[src/rtl/mips_pkg.sv]
// Shared definitions for the MIPS fetch front end.
//   XLEN      : datapath width
//   RESET_PC  : default PC loaded on reset
//   NOP_INSTR : bubble word (sll $0,$0,0)
//   pc_sel_e  : next-PC source selector used by pc_reg
//   align_word: clears the byte-offset bits of a redirect target
package mips_pkg;

    localparam int unsigned XLEN = 32;

    localparam logic [XLEN-1:0] RESET_PC  = 32'h0000_0000;
    localparam logic [XLEN-1:0] NOP_INSTR = 32'h0000_0000;

    typedef enum logic [1:0] {
        PcSeq,
        PcHold,
        PcBranch,
        PcJump
    } pc_sel_e;

    function automatic logic [XLEN-1:0] align_word(input logic [XLEN-1:0] addr);
        return {addr[XLEN-1:2], 2'b00};
    endfunction

endpackage

[src/rtl/pc_reg.sv]
// Program counter register with next-PC selection.
// Ports:
//   clk, rst_n        : clock, asynchronous active-low reset
//   stall_i           : hold the PC
//   branch_taken_i    : redirect to branch_target_i (highest priority)
//   branch_target_i   : branch destination byte address
//   jump_i            : redirect to jump_target_i
//   jump_target_i     : jump destination byte address
//   pc_o              : current PC (straight from the register)
//   pc_plus4_o        : PC + 4, wrapping modulo 2^32
//   redirect_o        : a branch or jump redirect is taking effect this cycle
module pc_reg
    import mips_pkg::*;
#(
    parameter logic [31:0] RESET_PC = mips_pkg::RESET_PC
) (
    input  logic        clk,
    input  logic        rst_n,
    input  logic        stall_i,
    input  logic        branch_taken_i,
    input  logic [31:0] branch_target_i,
    input  logic        jump_i,
    input  logic [31:0] jump_target_i,
    output logic [31:0] pc_o,
    output logic [31:0] pc_plus4_o,
    output logic        redirect_o
);

    logic [31:0] pc_q, pc_d;
    logic [31:0] pc_plus4;
    pc_sel_e     sel;

    // Carry out of bit 31 is dropped, so 0xFFFF_FFFC + 4 wraps to 0.
    assign pc_plus4 = pc_q + 32'd4;

    always_comb begin
        sel = PcSeq;
        if (branch_taken_i) begin
            sel = PcBranch;
        end else if (jump_i) begin
            sel = PcJump;
        end else if (stall_i) begin
            sel = PcHold;
        end
    end

    always_comb begin
        pc_d = pc_plus4;
        unique case (sel)
            PcSeq:    pc_d = pc_plus4;
            PcHold:   pc_d = pc_q;
            PcBranch: pc_d = align_word(branch_target_i);
            PcJump:   pc_d = align_word(jump_target_i);
            default:  pc_d = pc_plus4;
        endcase
    end

    always_ff @(posedge clk or negedge rst_n) begin
        if (!rst_n) begin
            pc_q <= RESET_PC;
        end else begin
            pc_q <= pc_d;
        end
    end

    assign pc_o       = pc_q;
    assign pc_plus4_o = pc_plus4;
    assign redirect_o = (sel == PcBranch) || (sel == PcJump);

endmodule

[src/rtl/if_stage.sv]
// Instruction fetch stage: PC, instruction-memory address, IF/ID pipeline
// register and accepted-instruction counter.
// Ports:
//   clk, rst_n                  : clock, asynchronous active-low reset
//   stall                       : freeze PC and IF/ID
//   branch_taken, branch_target : taken-branch redirect
//   jump, jump_target           : jump redirect
//   imem_addr                   : fetch address (the PC register)
//   imem_instr                  : instruction word for imem_addr, same cycle
//   if_id_instr, if_id_pc4      : registered instruction and its PC+4
//   if_id_valid                 : low when IF/ID holds a bubble
//   fetch_count                 : instructions accepted into IF/ID
module if_stage
    import mips_pkg::*;
#(
    parameter logic [31:0] RESET_PC  = mips_pkg::RESET_PC,
    parameter logic [31:0] NOP_INSTR = mips_pkg::NOP_INSTR
) (
    input  logic        clk,
    input  logic        rst_n,
    input  logic        stall,
    input  logic        branch_taken,
    input  logic [31:0] branch_target,
    input  logic        jump,
    input  logic [31:0] jump_target,
    output logic [31:0] imem_addr,
    input  logic [31:0] imem_instr,
    output logic [31:0] if_id_instr,
    output logic [31:0] if_id_pc4,
    output logic        if_id_valid,
    output logic [31:0] fetch_count
);

    logic [31:0] pc;
    logic [31:0] pc_plus4;
    logic        redirect;

    logic [31:0] instr_q, instr_d;
    logic [31:0] pc4_q, pc4_d;
    logic        valid_q, valid_d;
    logic [31:0] count_q, count_d;

    pc_reg #(
        .RESET_PC(RESET_PC)
    ) u_pc_reg (
        .clk            (clk),
        .rst_n          (rst_n),
        .stall_i        (stall),
        .branch_taken_i (branch_taken),
        .branch_target_i(branch_target),
        .jump_i         (jump),
        .jump_target_i  (jump_target),
        .pc_o           (pc),
        .pc_plus4_o     (pc_plus4),
        .redirect_o     (redirect)
    );

    // Redirect flushes the word being fetched even when stalled; a plain
    // stall holds everything.
    always_comb begin
        instr_d = instr_q;
        pc4_d   = pc4_q;
        valid_d = valid_q;
        count_d = count_q;
        if (redirect) begin
            instr_d = NOP_INSTR;
            pc4_d   = 32'h0;
            valid_d = 1'b0;
        end else if (!stall) begin
            instr_d = imem_instr;
            pc4_d   = pc_plus4;
            valid_d = 1'b1;
            count_d = count_q + 32'd1;
        end
    end

    always_ff @(posedge clk or negedge rst_n) begin
        if (!rst_n) begin
            instr_q <= NOP_INSTR;
            pc4_q   <= 32'h0;
            valid_q <= 1'b0;
            count_q <= 32'h0;
        end else begin
            instr_q <= instr_d;
            pc4_q   <= pc4_d;
            valid_q <= valid_d;
            count_q <= count_d;
        end
    end

    assign imem_addr   = pc;
    assign if_id_instr = instr_q;
    assign if_id_pc4   = pc4_q;
    assign if_id_valid = valid_q;
    assign fetch_count = count_q;

endmodule

[config.mk]
export PLATFORM = sky130hd
export DESIGN_NAME = if_stage
export DESIGN_NICKNAME = d
export VERILOG_FILES = /design/src/rtl/mips_pkg.sv /design/src/rtl/pc_reg.sv /design/src/rtl/if_stage.sv
export SDC_FILE = /design/constraint.sdc
export NUM_CORES = 1
export LEC_CHECK = 0
export ABC_AREA = 1
export CORE_MARGIN = 10
export CORE_UTILIZATION = 40
export CTS_BUF_LIST = sky130_fd_sc_hd__clkbuf_8
export DETAILED_ROUTE_END_ITERATION = 8
export GPL_ROUTABILITY_DRIVEN = 0
export PLACE_DENSITY_LB_ADDON = 0.15
export SLEW_MARGIN = 20
export SYNTH_ARGS = -nofsm -noshare
export SYNTH_HDL_FRONTEND = slang
export SYNTH_SLANG_ARGS = --single-unit
[constraint.sdc]
create_clock -name clk -period 2.41 [get_ports clk]
set_input_delay 0.482 -clock clk [delete_from_list [all_inputs] [get_ports clk]]
set_output_delay 0.482 -clock clk [all_outputs]
set_load 0.02 [all_outputs]
# After elaboration in Yosys (flattened, before gate mapping)
# Cells that the tools add are included.
# Widths: inputs -> output; s select.
[word_totals]
register_bits = 129
latchBits = 0
ramBits = 0
rom_bits = 0
input_bits = 101
out_inout_bits = 129
memories = 0
[op_classes]
addsub = 2
multipliers = 0
div_mod_pow = 0
order_cmp = 0
n_eq_ne = 4
shift = 0
n_mux = 10
bitwise_logic = 2
reduce_logical = 3
[ops]
columns = ["cell", "n"]
rows = [
  ["$mux 32", 4],
  ["$pmux 32 s3", 1],
  ["$add 32x1->32 const B", 1],
  ["$add 32x3->32 const B", 1],
  ["$eq 2x2->1 const B", 2],
  ["$mux 2", 2],
  ["$mux 1", 3],
  ["$eq 2x1->1 const B", 1],
  ["$logic_not 2->1", 1],
  ["$ne 2x1->1 const B", 1],
  ["$not 1->1", 2],
  ["$reduce_and 2->1", 1],
  ["$logic_or 1x1->1", 1],
]

# Depth between registers and ports, before layout
# Gate-level depths: netlist of run 1.
[logic_depth]
ltp_word = 7
ltp_mapped = 10
depth_no_buf = 10

# Cells and area by module
# Synthesis of run 1 repeated with hierarchy kept, for this count alone.
[hier_totals]
hier_cells = 835
area_unflattened_um2 = 6729.0
[modules_own_cells]
columns = ["mod", "n_inst", "cells_per_inst", "area_each_um2", "seq_area_each_um2"]
rows = [
  ["if_stage", 1, 485, 4267.8, 2427.3],
  ["pc_reg", 1, 350, 2461.1, 750.7],
]

# Worst setup path before layout of run 1
# No wires, ideal clock.
[synth_timing]
path_type = "flip-flop to flip-flop"
start = "reg u_pc_reg.pc_q[2], in the netlist u_pc_reg.pc_o[2]"
end = "reg u_pc_reg.pc_q[16], in the netlist u_pc_reg.pc_o[16]"
setup_time_ns = 0.129
t_arrival_ns = 1.409
t_required_ns = 2.281
path_slack_ns = 0.872
path_stages_with_launch = 9
path_buffers = 0
path_cell_list = "dfrtp_1 ha_1 nand2_1 nor2_4 nand2_1 nor2_2 or2_2 nand3_1 a21oi_1"
[synth_between]
elab_chain_cells = 2
[synth_rtl]
columns = ["item", "line", "rtl"]
rows = [
  ["from (decl)", "pc_reg.sv:29", "logic [31:0] pc_q, pc_d;"],
  ["from (signal assigned)", "pc_reg.sv:62", "pc_q <= pc_d;"],
  ["$add 32x3->32", "pc_reg.sv:34", "assign pc_plus4 = pc_q + 32'd4;"],
  ["$pmux 32 s3", "pc_reg.sv:49", "unique case (sel)"],
]
# No other way between the ends.
# A chain may end at the register's enable or synchronous reset.

# Worst setup path in the final report of run 1
[layout_timing]
start = "reg u_pc_reg.pc_q[28], in the netlist u_pc_reg.pc_o[28]"
end = "out imem_addr[28]"
[layout_rtl]
columns = ["item", "line", "rtl"]
rows = [
  ["to (decl)", "if_stage.sv:26", "output logic [31:0] imem_addr,"],
]
# No word-level cell between the ends.

==> results.txt, run 1 <==
The worst setup path is of the reg2out kind. The placed instance count came out at around 1200. Input and output buffers added on the ports amount to 221. The total DRC errors in the routed layout came out at 0. The number of antenna violations at the first check in global routing is 0. The total detailed-routing wirelength came out at roughly 22 mm.

Pin placement for this block handled 230 I/O pins. The average instance area after synthesis came out at 8.14 um2. The pin count of the biggest net entering global routing is 47.

The overall overflow remaining after global route came out at 0. After layout, the minimum clock period comes to 2100 ps. The layout overhead on the synthesized area is 44.5%.

The area fraction of the dominant cell type after synthesis came out at between 40% and 50%. The count of instances resized after the clock tree is built is 0. In the final routed layout, each cell accounts on average for between 15 and 20 um.

The worst endpoint required time is 1930 ps. The number of global-route vias before repair came out at between 6000 and 7000. The number of failing setup endpoints in the final timing report is 0. The latest clock arrival within the worst-skew pair is between 400 and 500 ps. The sequential cell area fraction in the yosys report came out at 48.4%. Global routing used between 20% and 30% of the available tracks across all layers. The unique cell type count in the Yosys netlist is 38. The count of cells in the finished layout, fillers not included, comes to 1249. The upper clock frequency limit came out at 475 MHz. The area taken by multi-input logic gates is 2970 um2.

The wire-length estimate of the detail-placed layout is 16.8 mm. The die is roughly 150 um wide. The fraction of final layout cells with drive strength greater than 1 is approximately 7.7%. The starting density of the core came out at 40.8%. For this run, the number of Yosys warnings is 0. The floorplan step defined a die boundary enclosing approximately 22000 um2. The H-tree depth reported by CTS is 4. The first-pass GRT wire length came out at between 30 and 40 mm. The fill cell instance count of the final layout is 1479. Measured along the y axis, the die boundary spans roughly 150 um. At the pin with the least slew margin, the transition time is between 600 and 700 ps.

The detailed router finished its first iteration with between 400 and 500 violations. Setup repair after global routing left no endpoint under its margin. The maximum fanout encountered on the critical timing path came out at 6. TritonCTS built the clock tree. The largest clock skew in the final design is 11.2 ps. The final layout net count came out at 1126.

The analysis attributes to cell leakage a power of 4.08 nW. The post-CTS clock slew at the launch and capture registers of the worst setup and hold paths came out at 70 ps. The buffer and inverter count on the worst path is 1.

Registers take 3130 um2. The flow ran to the end, and the final reports show no timing, DRC or antenna violations. On the critical path the largest part of the delay comes from buffers and inverters. The number of flops mapped to enable cells by yosys came out at 0. The total clock sinks is approximately 130.

The power density over cell area is 561 nW/um2. The core region area came out at about 16000 um2. The total clock buffers created by CTS came out at 17.

By count the netlist is led by 237 x sky130_fd_sc_hd__nand2_1, 125 x sky130_fd_sc_hd__dfrtp_1, 83 x sky130_fd_sc_hd__nor2_1. The via-per-instance ratio came out at 5.05. The number of diodes came out at 0. The worst hold path class is in2async. The final-report max-slew violation count came out at 0. The number of hold violations in the final report was 0. The cell type contributing the most total cell area after synthesis is sky130_fd_sc_hd__dfrtp_1. At the worst endpoint, the arrival time is 1620 ps.

The number of nets with antenna violations after detailed routing is 0. The worst setup path is launched from a flip-flop. By instance count, the leading cell after synthesis is sky130_fd_sc_hd__nand2_1.

The tightest slew margin relative to the limit is 58.7%. The largest single stage delay on the critical path is 710 ps. The synthesized design contains 125 register bits.

The number of standard-cell rows in the floorplan is 46. The signal on the critical path passes through clkdlybuf4s50_1. The final cycle utilization of the critical path is a little under 90%. In the synthesized netlist the async set-or-reset flop fraction comes to 100%.

After routing, the total negative slack on setup checks comes to 0 ps. The number of hold buffers added after CTS was 0. The count of vias placed by the detailed router is around 6300. The post-synthesis cell count came out at 793. The post-CTS setup buffer count came out at 0. The count of maximum capacitance violations is 0. In the synthesized netlist the dominant register cell turns out to be sky130_fd_sc_hd__dfrtp_1. The slowest library cell on the worst path is sky130_fd_sc_hd__clkdlybuf4s50_1. The worst setup path is captured at an output port.

The worst supply voltage drop on vdd is 0.000307 V. Yosys attributes the largest share of cell area to sky130_fd_sc_hd__dfrtp_1 48%, sky130_fd_sc_hd__nand2_1 14%, sky130_fd_sc_hd__a22o_1 4.9%. The synthesized area came out at ~6500 um2. The length of the first detailed-routing pass in iterations is 5. In this run the clock root is driven by a sky130_fd_sc_hd__clkbuf_8. The maximum clock insertion buffer count is 2.
-- flip-flops by register name, indices dropped and copies added, names as in the netlist --
name,flops
fetch_count,32
if_id_instr,32
if_id_pc4,30
if_id_valid,1
u_pc_reg.pc_o,30
-- worst paths after layout --
path	from	cells past startpoint	to	slack, ps
worst max register to register	u_pc_reg.pc_o[11]	8	u_pc_reg.pc_o[23]	730
min in group clk	if_id_pc4[24]	2	if_id_pc4[24]	490
worst min register to register	if_id_pc4[24]	2	if_id_pc4[24]	490
worst min-delay path	rst_n	1	if_id_pc4[10]	40
max in group asynchronous	rst_n	2	if_id_pc4[29]	1630
worst max-delay path	u_pc_reg.pc_o[28]	1	imem_addr[28]	310
-- cells by family (layout without fill, tap and decap cells) --
logic type / count (synthesis) / after routing / share of synthesized area (%)
compound gates: 127 / 127 / 13.6
xor+xnor: 22 / 22 / 2.98
fa+ha+maj: 2 / 2 / 0.387
buf+inv: 90 / 327 / 5.87
flops: 125 / 125 / 48.4
other cells: 1 / 4 / 0.0581
simple gates: 426 / 426 / 28.7
-- power by group --
group          leakage (nW)  switching, W  internal [W]  total (W)
Sequential             1.65      0.000193       0.00224    0.00243
Combinational          2.25      0.000607      0.000543    0.00115
Clock                 0.179      0.000823      0.000834    0.00166
-- area by class of cell --
type	instances	share of cell area, %
Clock buffer	19	2.80
Clock inverter	10	0.845
Inverter	58	2.33
Multi-Input combinational cell	581	31.9
Sequential cell	125	33.5
Tap cell	216	2.90
Timing Repair Buffer	240	25.7
-- placed cells by master, fill, tap and decap left out, types with 3 or more instances in the layout --
| cell | instances |
|---|---|
| sky130_fd_sc_hd__xor2_1 | 12 |
| sky130_fd_sc_hd__nor2_1 | 83 |
| sky130_fd_sc_hd__o211ai_1 | 3 |
| sky130_fd_sc_hd__nor2_4 | 7 |
| sky130_fd_sc_hd__a221oi_1 | 13 |
| sky130_fd_sc_hd__clkbuf_8 | 19 |
| sky130_fd_sc_hd__inv_2 | 4 |
| sky130_fd_sc_hd__nand3_1 | 48 |
| sky130_fd_sc_hd__conb_1 | 4 |
| sky130_fd_sc_hd__a22oi_1 | 12 |
| sky130_fd_sc_hd__nor3_2 | 3 |
| sky130_fd_sc_hd__a21oi_1 | 22 |
| sky130_fd_sc_hd__a22o_1 | 36 |
| sky130_fd_sc_hd__clkinv_2 | 3 |
| sky130_fd_sc_hd__buf_4 | 16 |
| sky130_fd_sc_hd__o21ai_0 | 22 |
| sky130_fd_sc_hd__inv_1 | 57 |
| sky130_fd_sc_hd__clkinvlp_4 | 3 |
| sky130_fd_sc_hd__dfrtp_1 | 125 |
| sky130_fd_sc_hd__nand2_2 | 4 |
| sky130_fd_sc_hd__nor2_2 | 10 |
| sky130_fd_sc_hd__o21ai_1 | 10 |
| sky130_fd_sc_hd__nand3b_1 | 10 |
| sky130_fd_sc_hd__nor3_1 | 11 |
| sky130_fd_sc_hd__buf_12 | 4 |
| sky130_fd_sc_hd__nand4_1 | 5 |
| sky130_fd_sc_hd__xnor2_1 | 10 |
| sky130_fd_sc_hd__clkdlybuf4s50_1 | 220 |
| sky130_fd_sc_hd__nand2_1 | 237 |
| sky130_fd_sc_hd__a31oi_1 | 6 |
-- metrics by stage --
| step | total power (W) | hold slack [ps] | area, um2 | worst slack, ps | util, % |
|---|---|---|---|---|---|
| floorplan | 0.00296 | 186 | 6470 | 872 | - |
| global placement | 0.00362 | 467 | 8990 | 143 | 56.8 |
| detailed placement | 0.00363 | 473 | 8990 | 131 | 56.8 |
| CTS | 0.00529 | 47.4 | 9330 | 257 | 59.0 |
| global route | 0.00549 | 67.9 | 9330 | 231 | 59.0 |
| finish | 0.00523 | 41.7 | 9330 | 306 | 59.0 |
-- routing by layer --
| metal | wire length (um) | track usage [%] | up-vias | part of all wire, % |
|---|---|---|---|---|
| li1 | - | - | 3086 | - |
| met4 | 416 | 6.54 | 0 | 1.9 |
| met3 | 1950 | 8.08 | 27 | 9.0 |
| met1 | 9450 | 25.1 | 2968 | 44 |
| met5 | 0 | 0 | - | 0 |
| met2 | 9850 | 31.0 | 227 | 45 |
No activity file was read; power rests on OpenSTA's default activity.
==> run 2, diff against run 1 <==
CORE_ASPECT_RATIO = 1.2   (was unset)
CORE_UTILIZATION = 42   (was 40)
clock period = 1.82 ns   (was 2.41 ns; I/O delays follow)
==> run 2 against run 1 <==
Sequential share of layout area decreased by 1.4 points. Worst setup slack got worse by 260 ps. Worst hold slack improved by 300 ps. Global-route usage increased by 0.95 points. Sequential power increased by 32%. Non-clock buffer count increased by 37. Flip-flop and latch count unchanged. Routed wire length increased by 0.64%. Critical path type unchanged.
==> results.txt, run 2 (synthesis gave the netlist of run 1 again) <==
The length of the first detailed-routing pass in iterations came out at 6. Across the VDD grid, the largest voltage drop is 0.000530 V. The sum of routed wire segments on met1 is about 8.9 mm. The top-level port count is 230. The area taken by multi-input logic gates came out at ~3000 um2. The number of port buffers is 221. The most common cell after layout, fill and taps aside is sky130_fd_sc_hd__nand2_1.

The post-CTS clock slew at the launch and capture registers of the worst setup and hold paths came out at around 80 ps. The total detailed-routing wirelength is 21.8 mm. The largest clock skew in the final design came out at between 10 and 15 ps. STA classifies the critical path endpoint as an output port. Setup violations remaining at the end of the flow were counted as 0. The count of vias placed by the detailed router is 6355. The min-delay analysis places its worst path in the category in2async.

The fill cell instance count of the final layout is ~1400. Setup repair after global routing left no endpoint under its margin. Counting along the longest clock path gives a buffer depth of 2. The starting density of the core is 43.0%.

The fraction of final layout cells with drive strength greater than 1 came out at 11.7%. The number of antenna violations at the first check in global routing is 1. The worst register-to-register path begins at u_pc_reg.pc_o[3]. The worst setup path startpoint is if_id_pc4[27].

The detailed-route wire length per cell came out at about 17 um. The core region area came out at 15000 um2. TritonCTS built the clock tree. Dividing the final minimum period by the clock period gives 97.6%. The number of standard-cell rows in the floorplan came out at 49. In this run the top signal layer used is met4.

Leaving out fill and tap cells, the most frequent cells in the layout are 237 x sky130_fd_sc_hd__nand2_1, 125 x sky130_fd_sc_hd__dfrtp_1, 100 x sky130_fd_sc_hd__clkdlybuf4s50_1. Dividing the detail-routed via count by the number of cells gives slightly below 5. The final-report max-slew violation count came out at 0.

The power density over cell area is 758 nW/um2. The maximum fanout encountered on the critical timing path came out at 2. The upper clock frequency limit is between 500 and 600 MHz. The sum of net half-perimeters after detailed placement came out at 17.2 mm. The overall power after layout is 0.00738 W. The buffer and inverter count on the worst path is 1.

The minimum setup slack in the final design is between 40 and 50 ps. The final layout net count came out at ~1200. The wire length on met3 is 1.08 mm. The flip-flop and latch area came out at 3130 um2. The number of global-route vias before repair is between 6000 and 7000. In this design, the largest share of critical-path delay is due to buffers and inverters.

The worst endpoint required time is 1460 ps. The analysis attributes to cell leakage a power of 5.23 nW. The die boundary height is 156 um. The cell at the root of the clock tree is sky130_fd_sc_hd__clkbuf_8. The maximum cell stage delay along the critical path is 630 ps.

The count of maximum capacitance violations came out at 0. The flow ran to the end, and the final reports show no timing, DRC or antenna violations. The clock net in this run drives a total of ~130 sinks.

The total DRC errors in the routed layout is 0. The worst setup path is launched from a flip-flop. The slowest library cell on the worst path is sky130_fd_sc_hd__clkdlybuf4s50_1. The post-placement worst setup slack came out at -155 ps. The total routing resource utilization after global routing came out at 21.0%.

The first global-routing pass estimated about 35 mm of wire. The signal on the critical path passes through clkdlybuf4s50_1. The initial DRC count is about 410. The number of nets with antenna violations after detailed routing is 0. The worst path in the final design needs a cycle of 1780 ps, including I/O delays and setup. The total met2 wirelength after detailed routing is 11.5 mm.

From left edge to right edge, the die measures 133 um. The layout overhead on the synthesized area is 50.9%. The number of hold violations in the final report is 0.

The overall overflow remaining after global route is 0. The total clock buffers created by CTS is 17. The pin count of the biggest net entering global routing is 38. The die area came out at about 21000 um2.

The clock tree synthesis step divided the H-tree into 4 levels. The worst setup path is of the reg2out kind. The latest clock arrival within the worst-skew pair came out at 440 ps. The worst path arrival time came out at roughly 1400 ps.
==> run 2: power breakdown <==
| part | switching [W] | internal [W] | leakage [nW] |
|---|---|---|---|
| Clock | 0.00117 | 0.00153 | 0.209 |
| Combinational | 0.000823 | 0.000659 | 3.38 |
| Sequential | 0.000240 | 0.00296 | 1.65 |
| Total | 0.00223 | 0.00515 | 5.23 |
==> run 2: path summary, 6_finish.rpt <==
path                            slack [ps]  cells after the start           endpoint
worst max-delay path                    40                      1      if_id_pc4[27]
worst min-delay path                   340                      2  u_pc_reg.pc_o[12]
worst max register to register         160                     10  u_pc_reg.pc_o[22]
worst min register to register         480                      2       if_id_pc4[2]
max in group asynchronous              920                      3  u_pc_reg.pc_o[26]
min in group clk                       480                      2       if_id_pc4[2]
==> run 2: per-stage QoR <==
| step | instance area, um2 | std cells | TNS (ps) | hold slack [ps] | util [%] |
|---|---|---|---|---|---|
| floorplan | 6470 | 796 | 0 | 68.4 | - |
| global placement | 9250 | 1241 | -4260 | 258 | 61.6 |
| detailed placement | 9250 | 1241 | -6120 | 260 | 61.6 |
| CTS | 9600 | 1274 | 0 | 325 | 63.9 |
| global route | 9740 | 1278 | 0 | 338 | 64.9 |
| finish | 9740 | 1278 | 0 | 344 | 64.9 |
==> run 2: layout make-up <==
class,instances,area share (%)
well taps,204,2.62
clock buffers,18,2.54
inverters,58,2.23
clock inverters,14,1.98
repair buffers,277,27.7
multi-input cells,581,30.8
diodes,1,0.0257
flip-flops and latches,125,32.1
==> run 2: routing by layer <==
metal / global-route usage, % / vias to the layer above
met2: 37.5 / 172
li1: - / 3160
met3: 5.64 / 20
met1: 23.9 / 3003
met4: 7.01 / 0
met5: 0 / -
==> run 2: what timing repair did <==
action	4_1_cts	5_1_grt
hold buffers	1	0
pin swaps	0	2
setup buffers	0	3
setup endpoints to repair	82	48
gates resized for setup	82	45
endpoints found under the hold margin	14	0
